**config.mk**
```make
export PLATFORM = sky130hd
export DESIGN_NAME = lfsr_word_arbiter
export DESIGN_NICKNAME = d
export VERILOG_FILES = /design/src/rtl/trng_pkg.sv /design/src/rtl/lfsr13_core.sv /design/src/rtl/lfsr_word_arbiter.sv
export SDC_FILE = /design/constraint.sdc
export NUM_CORES = 1
export LEC_CHECK = 0
export CAP_MARGIN = 25
export CORE_MARGIN = 2
export CORE_UTILIZATION = 60
export CTS_CLUSTER_SIZE = 28
export DETAILED_ROUTE_END_ITERATION = 10
export DONT_BUFFER_PORTS = 1
export PLACE_DENSITY = 0.76
export SLEW_MARGIN = 25
export SYNTH_ARGS = -nofsm -noshare
export SYNTH_HDL_FRONTEND = slang
export SYNTH_SLANG_ARGS = --single-unit
export TNS_END_PERCENT = 50
```
**constraint.sdc**
```tcl
create_clock -name clk -period 3 [get_ports clk]
set_clock_uncertainty 0.15 [all_clocks]
set_input_delay 0.15 -clock clk [delete_from_list [all_inputs] [get_ports clk]]
set_output_delay 0.15 -clock clk [all_outputs]
set_load 0.01 [all_outputs]
```
**src/rtl/trng_pkg.sv**
```systemverilog
// trng_pkg: shared LFSR constants, arbiter state encoding and the LFSR step helper.
package trng_pkg;

    localparam int                LFSR_W    = 13;
    localparam logic [LFSR_W-1:0] LFSR_TAPS = 13'h100D;
    localparam logic [LFSR_W-1:0] LFSR_SEED = 13'h000F;

    typedef enum logic {
        HARVEST = 1'b0,
        READY   = 1'b1
    } arb_state_e;

    // One Fibonacci step: shift left, feedback is the XOR of the tapped bits.
    function automatic logic [LFSR_W-1:0] lfsr_step(input logic [LFSR_W-1:0] r);
        return {r[LFSR_W-2:0], ^(r & LFSR_TAPS)};
    endfunction

endpackage

```
**src/rtl/lfsr13_core.sv**
```systemverilog
// lfsr13_core: 13-bit Fibonacci LFSR register with step enable and a load
// path that substitutes SEED for an all-zero value, so the register never locks up.
module lfsr13_core
    import trng_pkg::*;
#(
    parameter logic [LFSR_W-1:0] SEED = LFSR_SEED
) (
    input  logic              clk,
    input  logic              rst,
    input  logic              step_en,
    input  logic              load_en,
    input  logic [LFSR_W-1:0] load_val,
    output logic [LFSR_W-1:0] lfsr_out
);

    logic [LFSR_W-1:0] lfsr_q;
    logic [LFSR_W-1:0] lfsr_d;

    // Load beats step; an all-zero load is replaced by the reset seed.
    always_comb begin
        lfsr_d = lfsr_q;
        if (load_en) begin
            lfsr_d = (load_val == '0) ? SEED : load_val;
        end else if (step_en) begin
            lfsr_d = lfsr_step(lfsr_q);
        end
    end

    // LFSR state register.
    always_ff @(posedge clk or posedge rst) begin
        if (rst) begin
            lfsr_q <= SEED;
        end else begin
            lfsr_q <= lfsr_d;
        end
    end

    assign lfsr_out = lfsr_q;

endmodule

```
**src/rtl/lfsr_word_arbiter.sv**
```systemverilog
// lfsr_word_arbiter: harvests a fresh LFSR word (SHIFTS_PER_WORD steps) and hands
// it to one requester at a time, round-robin, with a one-cycle one-hot grant.
module lfsr_word_arbiter
    import trng_pkg::*;
#(
    parameter int               NUM_REQ         = 4,
    parameter int               WIDTH           = LFSR_W,
    parameter int               SHIFTS_PER_WORD = 13,
    parameter logic [WIDTH-1:0] SEED            = LFSR_SEED
) (
    input  logic               clk,
    input  logic               rst,
    input  logic [NUM_REQ-1:0] req,
    output logic [NUM_REQ-1:0] gnt,
    output logic [WIDTH-1:0]   rnd_word,
    input  logic               seed_load,
    input  logic [WIDTH-1:0]   seed_val,
    output logic               word_ready,
    output logic [15:0]        words_out
);

    localparam int CNT_W = 4;
    localparam int PTR_W = (NUM_REQ > 1) ? $clog2(NUM_REQ) : 1;

    arb_state_e        state_q, state_d;
    logic [CNT_W-1:0]  cnt_q, cnt_d;
    logic [PTR_W-1:0]  ptr_q, ptr_d;
    logic [WIDTH-1:0]  rnd_q, rnd_d;
    logic [15:0]       words_q, words_d;

    logic              step_en;
    logic [LFSR_W-1:0] lfsr;
    logic              gnt_found;
    logic [PTR_W-1:0]  gnt_idx;
    int                idx;

    lfsr13_core #(
        .SEED(LFSR_W'(SEED))
    ) u_core (
        .clk     (clk),
        .rst     (rst),
        .step_en (step_en),
        .load_en (seed_load),
        .load_val(LFSR_W'(seed_val)),
        .lfsr_out(lfsr)
    );

    // Round-robin pick: first active request at or above the pointer, wrapping;
    // suppressed outside READY and whenever a seed load is in progress.
    always_comb begin
        gnt_found = 1'b0;
        gnt_idx   = '0;
        idx       = 0;
        if (state_q == READY && !seed_load) begin
            for (int k = 0; k < NUM_REQ; k++) begin
                idx = (int'(ptr_q) + k) % NUM_REQ;
                if (!gnt_found && req[idx]) begin
                    gnt_found = 1'b1;
                    gnt_idx   = PTR_W'(idx);
                end
            end
        end
    end

    // FSM next state: seed load restarts harvesting, HARVEST counts shifts,
    // READY waits for a request and delivers the frozen word on grant.
    always_comb begin
        state_d = state_q;
        cnt_d   = cnt_q;
        ptr_d   = ptr_q;
        rnd_d   = rnd_q;
        words_d = words_q;
        step_en = 1'b0;
        if (seed_load) begin
            state_d = HARVEST;
            cnt_d   = '0;
        end else begin
            case (state_q)
                HARVEST: begin
                    step_en = 1'b1;
                    if (cnt_q == CNT_W'(SHIFTS_PER_WORD - 1)) begin
                        state_d = READY;
                        cnt_d   = '0;
                    end else begin
                        cnt_d = cnt_q + 1'b1;
                    end
                end
                READY: begin
                    if (gnt_found) begin
                        rnd_d   = WIDTH'(lfsr);
                        words_d = words_q + 16'd1;
                        ptr_d   = (gnt_idx == PTR_W'(NUM_REQ - 1)) ? '0 : gnt_idx + 1'b1;
                        state_d = HARVEST;
                        cnt_d   = '0;
                    end
                end
                default: begin
                    state_d = HARVEST;
                    cnt_d   = '0;
                end
            endcase
        end
    end

    // State, counters, round-robin pointer and delivered-word registers.
    always_ff @(posedge clk or posedge rst) begin
        if (rst) begin
            state_q <= HARVEST;
            cnt_q   <= '0;
            ptr_q   <= '0;
            rnd_q   <= '0;
            words_q <= '0;
        end else begin
            state_q <= state_d;
            cnt_q   <= cnt_d;
            ptr_q   <= ptr_d;
            rnd_q   <= rnd_d;
            words_q <= words_d;
        end
    end

    // The word is visible in its grant cycle, then held in rnd_q until the next grant.
    assign gnt        = gnt_found ? (NUM_REQ'(1) << gnt_idx) : '0;
    assign rnd_word   = gnt_found ? WIDTH'(lfsr) : rnd_q;
    assign word_ready = (state_q == READY);
    assign words_out  = words_q;

endmodule

```
; Yosys cells after proc, flatten, opt, wreduce, memory -nomap -nowiden
; Index checks and enable logic that the tools add are counted.
[classes]
n_addsub = 6
magnitude_cmp = 4
eq_ne = 3
n_shift = 1
n_mux = 40
bitwise = 5
reduce_logical = 16
[op_table]
columns = op, count
row1 = $mux 13, 4
row2 = $mux 1, 20
row3 = $add 16x1->16 const B, 1
row4 = $mux 4, 4
row5 = $logic_not 13->1, 1
row6 = $reduce_xor 13->1, 1
row7 = $lt 3x4->1 const B, 3
row8 = $mux 2, 6
row9 = $bmux 1 s2, 4
row10 = $pmux 4 s2, 1
row11 = $reduce_or 2->1, 3
row12 = $add 2x1->2 const B, 2
row13 = $add 2x2->2 const B, 2
row14 = $add 4x1->4 const B, 1
row15 = $eq 4x4->1 const B, 1
row16 = $logic_and 1x1->1, 4
row17 = $logic_not 1->1, 4
row18 = $shl 1x2->4 const A, 1
row19 = $and 1x1->1 const A, 3
row20 = $lt 2x3->1 const B, 1
row21 = $ne 3x2->1 const B, 1
row22 = $reduce_and 3->1, 1
row23 = $eq 2x2->1 const B, 1
row24 = $not 1->1, 2
row25 = 3 further kinds, 3
[totals]
ff_bits = 49
inputBits = 20
out_inout_bits = 34
wordCells = 81

; Longest topological paths before layout
[logic_depth]
depth_word = 20
ltp_mapped = 7
depth_no_buf = 6

; Modules after synthesis
; A second synthesis with hierarchy kept.
[hier_totals]
cells_unflattened = 268
area_unflattened_um2 = 2529.9
[modules_own_cells]
columns = module, n_inst, cells_each, area_per_inst_um2, seq_area_each_um2
row1 = lfsr_word_arbiter, 1, 200, 1826.8, 900.9
row2 = lfsr13_core, 1, 68, 703.2, 330.3

; Worst setup path before layout
; No wires, ideal clock.
[synth_timing]
kind = flip-flop to flip-flop
start = register ptr_q[0]
end = register ptr_q[1]
setup_ps = 125
t_arrival_ps = 1614
t_required_ps = 2725
slack_ps = 1111
stages_incl_launch_ff = 7
n_path_buf = 0
synth_period_minus_slack_ps = 1889
path_cell_list = dfrtp_1 -> inv_1 -> or3_1 -> a21oi_1 -> o211ai_1 -> ha_1 -> mux2_4
[synth_via]
elab_chain_len = 18
word_cells_on_any_way = 37
cone_classes = add/sub (4) / eq/ne (1) / mux (25) / reduce/logical (7)
[synth_rtl]
columns = element, line
row1 = "start, declared", lfsr_word_arbiter.sv:27  ; logic [PTR_W-1:0] ptr_q, ptr_d;
row2 = "start signal, assigned", lfsr_word_arbiter.sv:116  ; ptr_q <= ptr_d;
row3 = "parallel branches: the longest is 18 deep, another holds $add 2x1->2", -
; Parallel ways; which one is timed is not known. The select of a mux whose other input is x is not followed.
; A chain may end at the register's enable or synchronous reset.

; Worst setup path after layout
[layout_timing]
start = input req[3]
end = output rnd_word[2]
[layout_via]
elab_chain_len = 17
word_cells_on_any_way = 26
cone_classes = mux (20) / reduce/logical (6)
[layout_rtl]
columns = element, line
row1 = "start, declared", lfsr_word_arbiter.sv:13  ; input logic [NUM_REQ-1:0] req,
row2 = $bmux 1 s2, lfsr_word_arbiter.sv:57  ; if (!gnt_found && req[idx]) begin
row3 = $mux 1 (not written as such), lfsr_word_arbiter.sv:57
row4 = $mux 1, lfsr_word_arbiter.sv:57
row5 = $mux 1, lfsr_word_arbiter.sv:54  ; if (state_q == READY && !seed_load) begin
row6 = $logic_not 1->1, lfsr_word_arbiter.sv:57
row7 = $logic_and 1x1->1, lfsr_word_arbiter.sv:57
row8 = $mux 1, lfsr_word_arbiter.sv:57
row9 = $mux 1, lfsr_word_arbiter.sv:54
row10 = $logic_not 1->1, lfsr_word_arbiter.sv:57
row11 = $logic_and 1x1->1, lfsr_word_arbiter.sv:57
row12 = $mux 1, lfsr_word_arbiter.sv:57
row13 = $mux 1, lfsr_word_arbiter.sv:54
row14 = $logic_not 1->1, lfsr_word_arbiter.sv:57
row15 = $logic_and 1x1->1, lfsr_word_arbiter.sv:57
row16 = $mux 1 (*), lfsr_word_arbiter.sv:57
row17 = $mux 1 (*), lfsr_word_arbiter.sv:54
row18 = $mux 13 (*), -
row19 = "end, declared", lfsr_word_arbiter.sv:15  ; output logic [WIDTH-1:0] rnd_word,
; Every way passes the cells marked *; elsewhere a longest branch is shown, timed or not. The select of a mux whose other input is x is not followed.

==> results by group <==
Placed design
  • RePlAce Congestion: 0.926
  • Post-detail-place hpwl: 3240 um
  • Port buffer count: 0
  • DP Worst Slack: 0.991 ns
  • Cell count after placement: 278

STA
  • RSZ-0062 raised after global routing: false
  • Final TNS setup: 0 ns
  • Final WS setup: 0.599 ns
  • Fin Hold WS: 0.0584 ns
  • Slew Viols, Final: 0
  • Slew headroom: 0.371
  • F_max: 416 MHz
  • Final worst-path cycle share: 0.800
  • Worst slew pin tran: 0.940 ns
  • Final hold viol count: 0
  • Final min period: 2.40 ns
  • Final Setup Violations: 0

Worst setup path
  • CP Depth: 5
  • Critical path type: in2out
  • Crit-path max cell delay: 0.60 ns
  • Critical Path Start Type: input port
  • Critical Path AT: 2.10 ns
  • Max FO, Critical Path: 18
  • CP Capture Type: primary output
  • Worst reg-to-reg path cell count: 6
  • Crit path buffers/inverters: 2
  • Worst Path Required: 2.70 ns
  • CP Cell Sequence: dlygate4sd3_1 -> nor4_2 -> nor2_4 -> buf_4 -> mux2_4
  • Crit-path slowest cell: dlygate4sd3_1
  • Crit path max-delay family: buffers and inverters

Cells and area
  • Finished Layout Cells: 306
  • Register area: 1230 sq um
  • Fraction of layout cells with a size suffix above 1: 0.213
  • Area of the multi-input gates: 1400 sq um
  • Area delta synth->final: 11.9%
  • Nets: 280
  • # fillers: 304
  • Antenna cell count: 0

Clock network
  • Root buffer selected by CTS: clkbuf_8
  • Num CTS Buffers: 5
  • Clk pin slew, worst setup/hold paths: 0.09 ns
  • PostCTS Resize Cnt: 0
  • # Post-CTS Setup Buffers: 0
  • CTS Buffer Depth: 2
  • CTS tree: yes
  • H-tree level count: 2
  • Worst-Skew Late Latency: 0.29 ns
  • Hold buffer count at CTS: 20
  • Clock sinks: 49

Synth
  • Synth area leader: dfrtp_1
  • #FFs+latches synth: 49
  • Yosys top cell area share: 0.412
  • Async SR Flop Fraction: 1.00
  • Average size of a mapped cell: 11.7 sq um
  • Yosys warnings: 0
  • Syn nets: 260
  • Yosys cell types: 48
  • Syn Std Cell Area: 2730 sq um
  • EDFF count, synth: 0
  • Synth top area cells: dfrtp_1, mux2_4, dfstp_2
  • Sequential element share of the synthesized area: 0.451
  • Ys flop type: dfrtp_1
  • Cells after synthesis: 233

Global route
  • GRT Util Overall: 0.209
  • First-pass GRT wire length: 8450 um
  • Vias in the first global route: 1,832
  • Initial antenna violation count: 0
  • Total global routing overflow: 0
  • Largest net degree at the start of global routing: 50

Die
  • Die area: 5110 sq um
  • Top Ports: 54
  • Site Rows: 24
  • Die width: 71.5 um
  • Die Y: 71.5 um
  • Initial core utilization: 0.627
  • Core area: 4350 sq um

Drt
  • DRC violations left: 0
  • Via count: 1,781
  • Antenna Violating Nets Remaining: 0
  • DR iter-0 viols: 58
  • Number of vias per cell: 5.82
  • DR pass1 iterations: 4
  • Wirelength per Cell: 16.5 um
  • DRT Wirelength: 5060 um

Min path
  • Hold depth: 2
  • Worst Hold Class: in2reg

Power and ir drop
  • LEAKAGE: 1.43 nW
  • VDD IR max: 0.377 mV
  • PD cells: 413 nW/um^2
  • Power Total: 1.26 mW

Status
  • Outcome: complete, no violations

Run
  • Max-Cap Viols: 0
## metrics by stage
| step | instance area (sq um) | util |
|---|---|---|
| floorplan | 2730 | - |
| global placement | 2750 | 0.631 |
| detailed placement | 2750 | 0.631 |
| CTS | 3050 | 0.701 |
| global route | 3050 | 0.701 |
| finish | 3050 | 0.701 |
## kinds of logic (layout without fill, tap and decap cells)
logic type      after synthesis  count (layout)  synth area share
mux                          39              39             0.191
simple gates                 67              67             0.145
xor+xnor                     17              17            0.0596
flops                        49              49             0.451
fa+ha+maj                     7               7            0.0321
buf+inv                      20              41            0.0380
compound gates               34              34            0.0830
## state kept, by name, indices dropped and copies added (netlist names)
signal           count
words_out           16
rnd_q               13
u_core.lfsr_out     13
cnt_q                4
ptr_q                2
word_ready           1
## path summary, 6_finish.rpt
path,slack (ns),to,from
max,0.60,rnd_word[2],req[3]
min,0.06,u_core.lfsr_out[3],seed_val[1]
max reg2reg,0.99,ptr_q[1],ptr_q[0]
min reg2reg,0.36,cnt_q[3],cnt_q[3]
max in group asynchronous,1.92,word_ready,rst
min in group asynchronous,0.30,rnd_q[7],rst
## worst register-to-register path, delay by kind of cell (launching register included)
kind                       cells  cell delay, ns
muxes                          1            0.26
AOI/OAI and AO/OA              2            0.35
adders and majority gates      1            0.30
DFF                            1            0.44
buffers and inverters          1            0.07
and+or+nand+nor                1            0.34
## routing by layer
layer  global-route usage  vias up  wire [um]  part of all wire
met5                    0        -          0                 0
met2                0.356       53       2460              0.49
met3               0.0563        4        292             0.058
met4               0.0398        0         27            0.0053
met1                0.272      857       2280              0.45
li1                     -      867          -                 -
## power by group
part	total, mW	switching, mW	internal (mW)
Clock	0.431	0.217	0.213
Sequential	0.720	0.0292	0.691
Combinational	0.110	0.0516	0.0583
Total	1.26	0.298	0.963
## area by class of cell
type | count | share of cell area
clock buffers | 7 | 0.0315
multi-input cells | 164 | 0.457
well taps | 52 | 0.0213
clock inverters | 1 | 0.00287
repair buffers | 22 | 0.0705
flip-flops and latches | 49 | 0.403
inverters | 11 | 0.0139
## cell usage after synthesis (all sizes together) (2+ instances only)
cell and n:
o21ai 16, mux2i 9, mux2 30, o21a 2, inv 11, dfstp 4
ha 7, nand2b 4, a21oi 4, nor2b 2, xor2 11, and3 6
buf 7, nand4 4, nand3 8, nand2 15, nor3 5, nor4 5
clkbuf 2, xnor2 5, nor2 13, o22a 3, dfrtp 45
## placed cells by master, fill, tap and decap left out, drive strengths merged, types with 2 or more instances in the layout
master	Yosys	final
a21oi	4	4
and3	6	6
buf	7	2
clkbuf	2	7
dfrtp	45	45
dfstp	4	4
dlygate4sd3	0	20
ha	7	7
inv	11	11
mux2	30	30
mux2i	9	9
nand2	15	15
nand2b	4	4
nand3	8	8
nand4	4	4
nor2	13	13
nor2b	2	2
nor3	5	5
nor4	5	5
o21a	2	2
o21ai	16	16
o22a	3	3
xnor2	5	5
xor2	11	11
Note: power is estimated with default switching activity, not from simulation.
